$ cat src/rtl/lovers_operand_loader.sv
// Operand loader for the binary-Edwards scalar-multiplication core: packs 32-bit words
// into WIDTH-bit operands, hands them to the core over load/ack, then serves the key MSB first.
`timescale 1ns/1ps
module lovers_operand_loader #(
    parameter int WIDTH   = 163,
    parameter int WORD    = 32,
    parameter int NUM_OPS = 4,
    parameter int WPO     = (WIDTH + WORD - 1) / WORD
) (
    input  logic             clk,
    input  logic             rst_n,
    input  logic             start,
    input  logic             abort,
    input  logic             word_valid,
    output logic             word_ready,
    input  logic [WORD-1:0]  word_data,
    output logic [WIDTH-1:0] op_data,
    output logic [2:0]       op_index,
    output logic             op_load,
    input  logic             op_ack,
    output logic             ki,
    input  logic             next_key,
    output logic             key_ready,
    output logic             key_done,
    output logic             fmt_err,
    output logic             busy
);

    localparam int WC_W     = (WPO > 1) ? $clog2(WPO) : 1;
    localparam int BI_W     = $clog2(WIDTH);
    localparam int TOP_BITS = WIDTH - WORD * (WPO - 1);
    localparam int PAD_W    = WORD * WPO;

    localparam logic [WC_W-1:0] LAST_WORD = WC_W'(WPO - 1);
    localparam logic [2:0]      LAST_OP   = 3'(NUM_OPS - 1);
    localparam logic [BI_W-1:0] KEY_MSB   = BI_W'(WIDTH - 1);

    typedef enum logic [2:0] {
        S_IDLE,
        S_COLLECT,
        S_PUSH,
        S_WAIT_ACK,
        S_KEY
    } state_t;

    state_t            state_q, state_d;
    logic [WC_W-1:0]   word_cnt_q, word_cnt_d;
    logic [2:0]        op_cnt_q, op_cnt_d;
    logic [BI_W-1:0]   bit_idx_q, bit_idx_d;
    logic [WIDTH-1:0]  asm_q, asm_d;
    logic [WIDTH-1:0]  key_q, key_d;
    logic              key_done_q, key_done_d;
    logic              fmt_err_q, fmt_err_d;
    logic              arm_q, arm_d;
    logic [PAD_W-1:0]  asm_wide;

    logic last_word;
    assign last_word = (word_cnt_q == LAST_WORD);

    // NOTE: sequential state uses non-blocking assignments so every flop samples pre-edge values.
    always_ff @(posedge clk or negedge rst_n) begin
        if (!rst_n) begin
            state_q <= S_IDLE;
        end else begin
            state_q <= state_d;
        end
    end

    always_comb begin
        state_d = state_q;
        if (abort) begin
            state_d = S_IDLE;
        end else begin
            unique case (state_q)
                S_IDLE:     if (start && arm_q) state_d = S_COLLECT;
                S_COLLECT:  if (word_valid && last_word)
                                state_d = (op_cnt_q == LAST_OP) ? S_KEY : S_PUSH;
                S_PUSH:     state_d = S_WAIT_ACK;
                S_WAIT_ACK: if (op_ack) state_d = S_COLLECT;
                S_KEY:      if (next_key && bit_idx_q == '0) state_d = S_IDLE;
                default:    state_d = S_IDLE;
            endcase
        end
    end

    always_comb begin
        word_ready = (state_q == S_COLLECT);
        op_load    = (state_q == S_PUSH);
        op_data    = '0;
        op_index   = '0;
        if (state_q == S_PUSH || state_q == S_WAIT_ACK) begin
            op_data  = asm_q;
            op_index = op_cnt_q;
        end
        key_ready  = (state_q == S_KEY);
        ki         = (state_q == S_KEY) ? key_q[bit_idx_q] : 1'b0;
        key_done   = key_done_q;
        fmt_err    = fmt_err_q;
        busy       = (state_q != S_IDLE);
    end

    // NOTE: every variable gets a default at the top so no path through the block infers a latch.
    always_comb begin
        word_cnt_d = word_cnt_q;
        op_cnt_d   = op_cnt_q;
        bit_idx_d  = bit_idx_q;
        asm_d      = asm_q;
        key_d      = key_q;
        key_done_d = key_done_q;
        fmt_err_d  = fmt_err_q;
        arm_d      = 1'b1;
        asm_wide   = PAD_W'(asm_q);

        if (abort) begin
            word_cnt_d = '0;
            op_cnt_d   = '0;
            bit_idx_d  = KEY_MSB;
            key_done_d = 1'b0;
        end else begin
            unique case (state_q)
                S_IDLE: begin
                    if (start && arm_q) begin
                        word_cnt_d = '0;
                        op_cnt_d   = '0;
                        bit_idx_d  = KEY_MSB;
                        key_done_d = 1'b0;
                        fmt_err_d  = 1'b0;
                    end
                end
                S_COLLECT: begin
                    if (word_valid) begin
                        // Writing into a word-padded copy drops the unused top-word bits for free.
                        asm_wide[WORD*int'(word_cnt_q) +: WORD] = word_data;
                        asm_d = asm_wide[WIDTH-1:0];
                        if (last_word) begin
                            word_cnt_d = '0;
                            if (|word_data[WORD-1:TOP_BITS]) fmt_err_d = 1'b1;
                            if (op_cnt_q == LAST_OP) begin
                                key_d     = asm_d;
                                bit_idx_d = KEY_MSB;
                            end
                        end else begin
                            word_cnt_d = word_cnt_q + 1'b1;
                        end
                    end
                end
                S_WAIT_ACK: if (op_ack) op_cnt_d = op_cnt_q + 1'b1;
                S_KEY: begin
                    if (next_key) begin
                        if (bit_idx_q == '0) key_done_d = 1'b1;
                        else                 bit_idx_d  = bit_idx_q - 1'b1;
                    end
                end
                default: ;
            endcase
        end
    end

    // NOTE: the wide assembly and key registers are reset too, so op_data and ki read 0 after reset.
    always_ff @(posedge clk or negedge rst_n) begin
        if (!rst_n) begin
            word_cnt_q <= '0;
            op_cnt_q   <= '0;
            bit_idx_q  <= KEY_MSB;
            asm_q      <= '0;
            key_q      <= '0;
            key_done_q <= 1'b0;
            fmt_err_q  <= 1'b0;
            arm_q      <= 1'b0;
        end else begin
            word_cnt_q <= word_cnt_d;
            op_cnt_q   <= op_cnt_d;
            bit_idx_q  <= bit_idx_d;
            asm_q      <= asm_d;
            key_q      <= key_d;
            key_done_q <= key_done_d;
            fmt_err_q  <= fmt_err_d;
            arm_q      <= arm_d;
        end
    end

endmodule

$ cat config.mk
export PLATFORM = sky130hd
export DESIGN_NAME = lovers_operand_loader
export DESIGN_NICKNAME = d
export VERILOG_FILES = /design/src/rtl/lovers_operand_loader.sv
export SDC_FILE = /design/constraint.sdc
export NUM_CORES = 1
export LEC_CHECK = 0
export BUFFER_PORTS_ARGS = -buffer_cell sky130_fd_sc_hd__buf_2
export CAP_MARGIN = 20
export CELL_PAD_IN_SITES_DETAIL_PLACEMENT = 2
export CELL_PAD_IN_SITES_GLOBAL_PLACEMENT = 2
export CORE_ASPECT_RATIO = 0.75
export CORE_MARGIN = 1
export CORE_UTILIZATION = 33
export DETAILED_ROUTE_END_ITERATION = 8
export PLACE_DENSITY_LB_ADDON = 0.1
export SKIP_CTS_REPAIR_TIMING = 1
export SKIP_LAST_GASP = 1
export SLEW_MARGIN = 40
export SYNTH_ARGS = -nofsm -noshare
export SYNTH_HDL_FRONTEND = slang
export SYNTH_SLANG_ARGS = --single-unit
$ cat constraint.sdc
create_clock -name clk -period 2.6 [get_ports clk]
set_input_delay 0.52 -clock clk [delete_from_list [all_inputs] [get_ports clk]]
set_output_delay 0.52 -clock clk [all_outputs]
set_load 0.05 [all_outputs]
==> flow_summary.toml <==
[power]
leakagePower_uw = 0.0106
peakVddDrop_uv = 336
total_power_uw = 14200
p_per_area_mw_per_mm2 = 625

[yosys]
synth-seq-area-share_pct = 49.8
synth_warnings = 0
synth_nets = 1847
syn_avg_cell_area_um2 = 9.66
synth_cells = 1799
synth.cell_area_mm2 = 0.0174
synthFlopType = "dfrtp_1"
ys_ff_latch = 346
synth_cell_types = 54
async_flop_share_pct = 100
synth_edf_count = 0

[timing]
fin_skew_ps = 16.2
maxSlewHeadroom_pct = 57.9
period_needed_ps = 3550
fmax_mhz = 282
setup_viol = 74
rsz0062_at_grt = "true"
slew_violations = 0
worst_pin_slew_ps = 632
finalCritPeriodShare_pct = 137
hold_viol_final = 0
timing.final.ws_setup_ps = -952

[die]
initial_utilization_pct = 33.6
die_h_um = 201
coreArea_mm2 = 0.0518
rows = 72
die_w_um = 267
die_area_mm2 = 0.0536
io_pins = 212

[place]
io_buffers = 211
dp_hpwl_mm = 45.2
gp_congestion = 0.842
postPlaceCellArea_mm2 = 0.0198

[worst_setup_path]
required_ps = 2080
cp_data_arrival_time_ps = 3030
crit_type = "reg2out"
cp-end-kind = "output port"
cp-start-kind = "flop"
crit_path_max_fanout = 10

[status]
violations = "setup timing"
status = "finished with violations"

[route]
drc_errors = 0
drt-wirelength-per-cell_um = 24.6
viasPerCell = 5.27
drt-total-wl_mm = 68.9
drt-pass1-iter-count = 5
antenna_left = 0
via_count = 14700
drtIter0Drc = 954

[cells_and_area]
nFillCells = 5418
multi_input_area_mm2 = 0.00829
nets = 2110
seqCellArea_mm2 = 0.00867
layout-drive-gt1-share_pct = 28.7
syn2layout_area_growth_pct = 30.6
final_area_mm2 = 0.0227

[clock_tree]
cts_root_buffer = "clkbuf_16"
h-tree-depth = 2
clock_latency_ps = 560
cts.path.max_buffers = 3
clkTransAtPathRegs_ps = 60
clock-sinks = 346
cts_buffers = 40
tritoncts = "built"

[grt]
grt_overflow_total = 0
antenna_found_initial = 4
grt_usage_pct = 23.7
grt_max_degree = 127
grt_first_pass_wirelength_mm = 97.2
grt_pass1_vias = 15600

[run]
maxCapViolCount = 0

[worst_hold_path]
worst_hold_path_type = "in2reg"
-- critical path: stages (launching register included) --
cell and delay, ps:
dfrtp_4 490, buf_4 170, buf_12 150, mux4_2 440, a311o_1 370, a31oi_1 160
nand4_1 160, o311ai_2 130, buf_4 180, a21oi_4 50, buf_12 170
-- sequential cells by signal, indices dropped and copies added (netlist names) --
name,count
key_done,1
bit_idx_q,8
op_cnt_q,3
key_q,163
word_cnt_q,3
asm_q,163
state_q,3
arm_q,1
fmt_err,1
-- metal layers --
layer	part of all wire, %	vias to the layer above	wire length [µm]	GRT usage, %
met5	0	-	0	0
li1	-	6721	-	-
met4	1.7	0	1160	5.54
met2	48	285	33400	39.1
met3	3.9	79	2700	2.94
met1	46	7650	31700	32.9
-- path summary, 6_finish.rpt --
path | from | end | slack [ps] | depth (start not counted)
setup / recovery | bit_idx_q[0]$_DFFE_PN0P_ | ki | -950 | 10
hold / removal | abort | state_q[0]$_DFFE_PN0P_ | 310 | 2
setup reg to reg | bit_idx_q[0]$_DFFE_PN0P_ | bit_idx_q[0]$_DFFE_PN0P_ | -90 | 11
hold reg to reg | op_cnt_q[2]$_DFFE_PN0P_ | op_cnt_q[2]$_DFFE_PN0P_ | 490 | 2
max in group asynchronous | rst_n | asm_q[136]$_DFFE_PN0P_ | 1230 | 3
min in group asynchronous | rst_n | asm_q[8]$_DFFE_PN0P_ | 480 | 2
-- cells by family (layout without fill, tap and decap cells) --
group | after synthesis | count (layout) | synth area share (%)
AO/OA/AOI/OAI | 375 | 375 | 11.7
adder cells (fa/ha/maj) | 9 | 9 | 0.648
buffers and inverters | 152 | 446 | 4.03
flip-flops | 346 | 346 | 49.8
multiplexers | 218 | 218 | 15.2
other | 1 | 3 | 0.0216
AND/OR/NAND/NOR | 698 | 698 | 18.6
-- cell type report --
| class | instances | area share, % |
|---|---|---|
| inverter | 14 | 0.232 |
| clock buffer | 65 | 5.40 |
| timing repair buffer | 359 | 15.4 |
| sequential | 346 | 38.2 |
| multi-input combinational | 1301 | 36.5 |
| antenna | 2 | 0.0221 |
| tap | 703 | 3.88 |
| clock inverter | 8 | 0.331 |
-- stage by stage --
step	setup slack, ps	util [%]	hold slack [ps]	TNS (ps)	cells
2_1_floorplan	26.3	-	224	0	1799
3_3_place_gp	-588	38.3	468	-667	2689
3_5_place_dp	-626	38.3	483	-1110	2689
4_1_cts	-1250	40.8	-115	-10920	2762
5_1_grt	-1020	43.8	311	-13880	2796
6_report	-952	43.8	306	-4970	2798
-- cell usage after synthesis, drive strengths merged, types with 3 or more instances --
cell	count	share of area (%)
nor4	8	0.29
o21ai	90	2.6
a22oi	13	0.56
o211ai	3	0.13
buf	67	2.2
mux2	92	6.0
and2	168	6.0
nor2	260	5.7
a21oi	215	6.2
inv	13	0.28
mux4	24	3.4
nor2b	6	0.22
nand3	19	0.55
ha	9	0.65
a31oi	35	1.3
nand3b	5	0.22
mux2i	102	5.9
nor3	10	0.29
nand4	10	0.36
and3	4	0.14
o31ai	4	0.17
dfrtp	343	49
nand2	190	4.1
a2111oi	4	0.20
clkbuf	71	1.5
or2	3	0.11
nand2b	5	0.18
or3	4	0.14
dfstp	3	0.45
-- placed cells by master (no fill, tap or decap), types with 16 or more instances in the layout --
| cell | n |
|---|---|
| and2_1 | 106 |
| nand3_1 | 16 |
| buf_6 | 74 |
| buf_8 | 20 |
| buf_12 | 29 |
| mux2_2 | 75 |
| mux2i_1 | 102 |
| o21ai_0 | 89 |
| a21oi_1 | 214 |
| and2_4 | 62 |
| clkbuf_4 | 35 |
| a31oi_1 | 35 |
| nand2_1 | 190 |
| clkbuf_16 | 49 |
| buf_2 | 69 |
| mux2_1 | 16 |
| nor2_1 | 256 |
| buf_4 | 121 |
| dfrtp_1 | 342 |
-- power by group --
part           internal, µW  switching, µW  total [µW]
combinational          1000           1550        2550
clock                  3320           2390        5720
sequential             5670            244        5910
(Power assumes the default switching activity.)
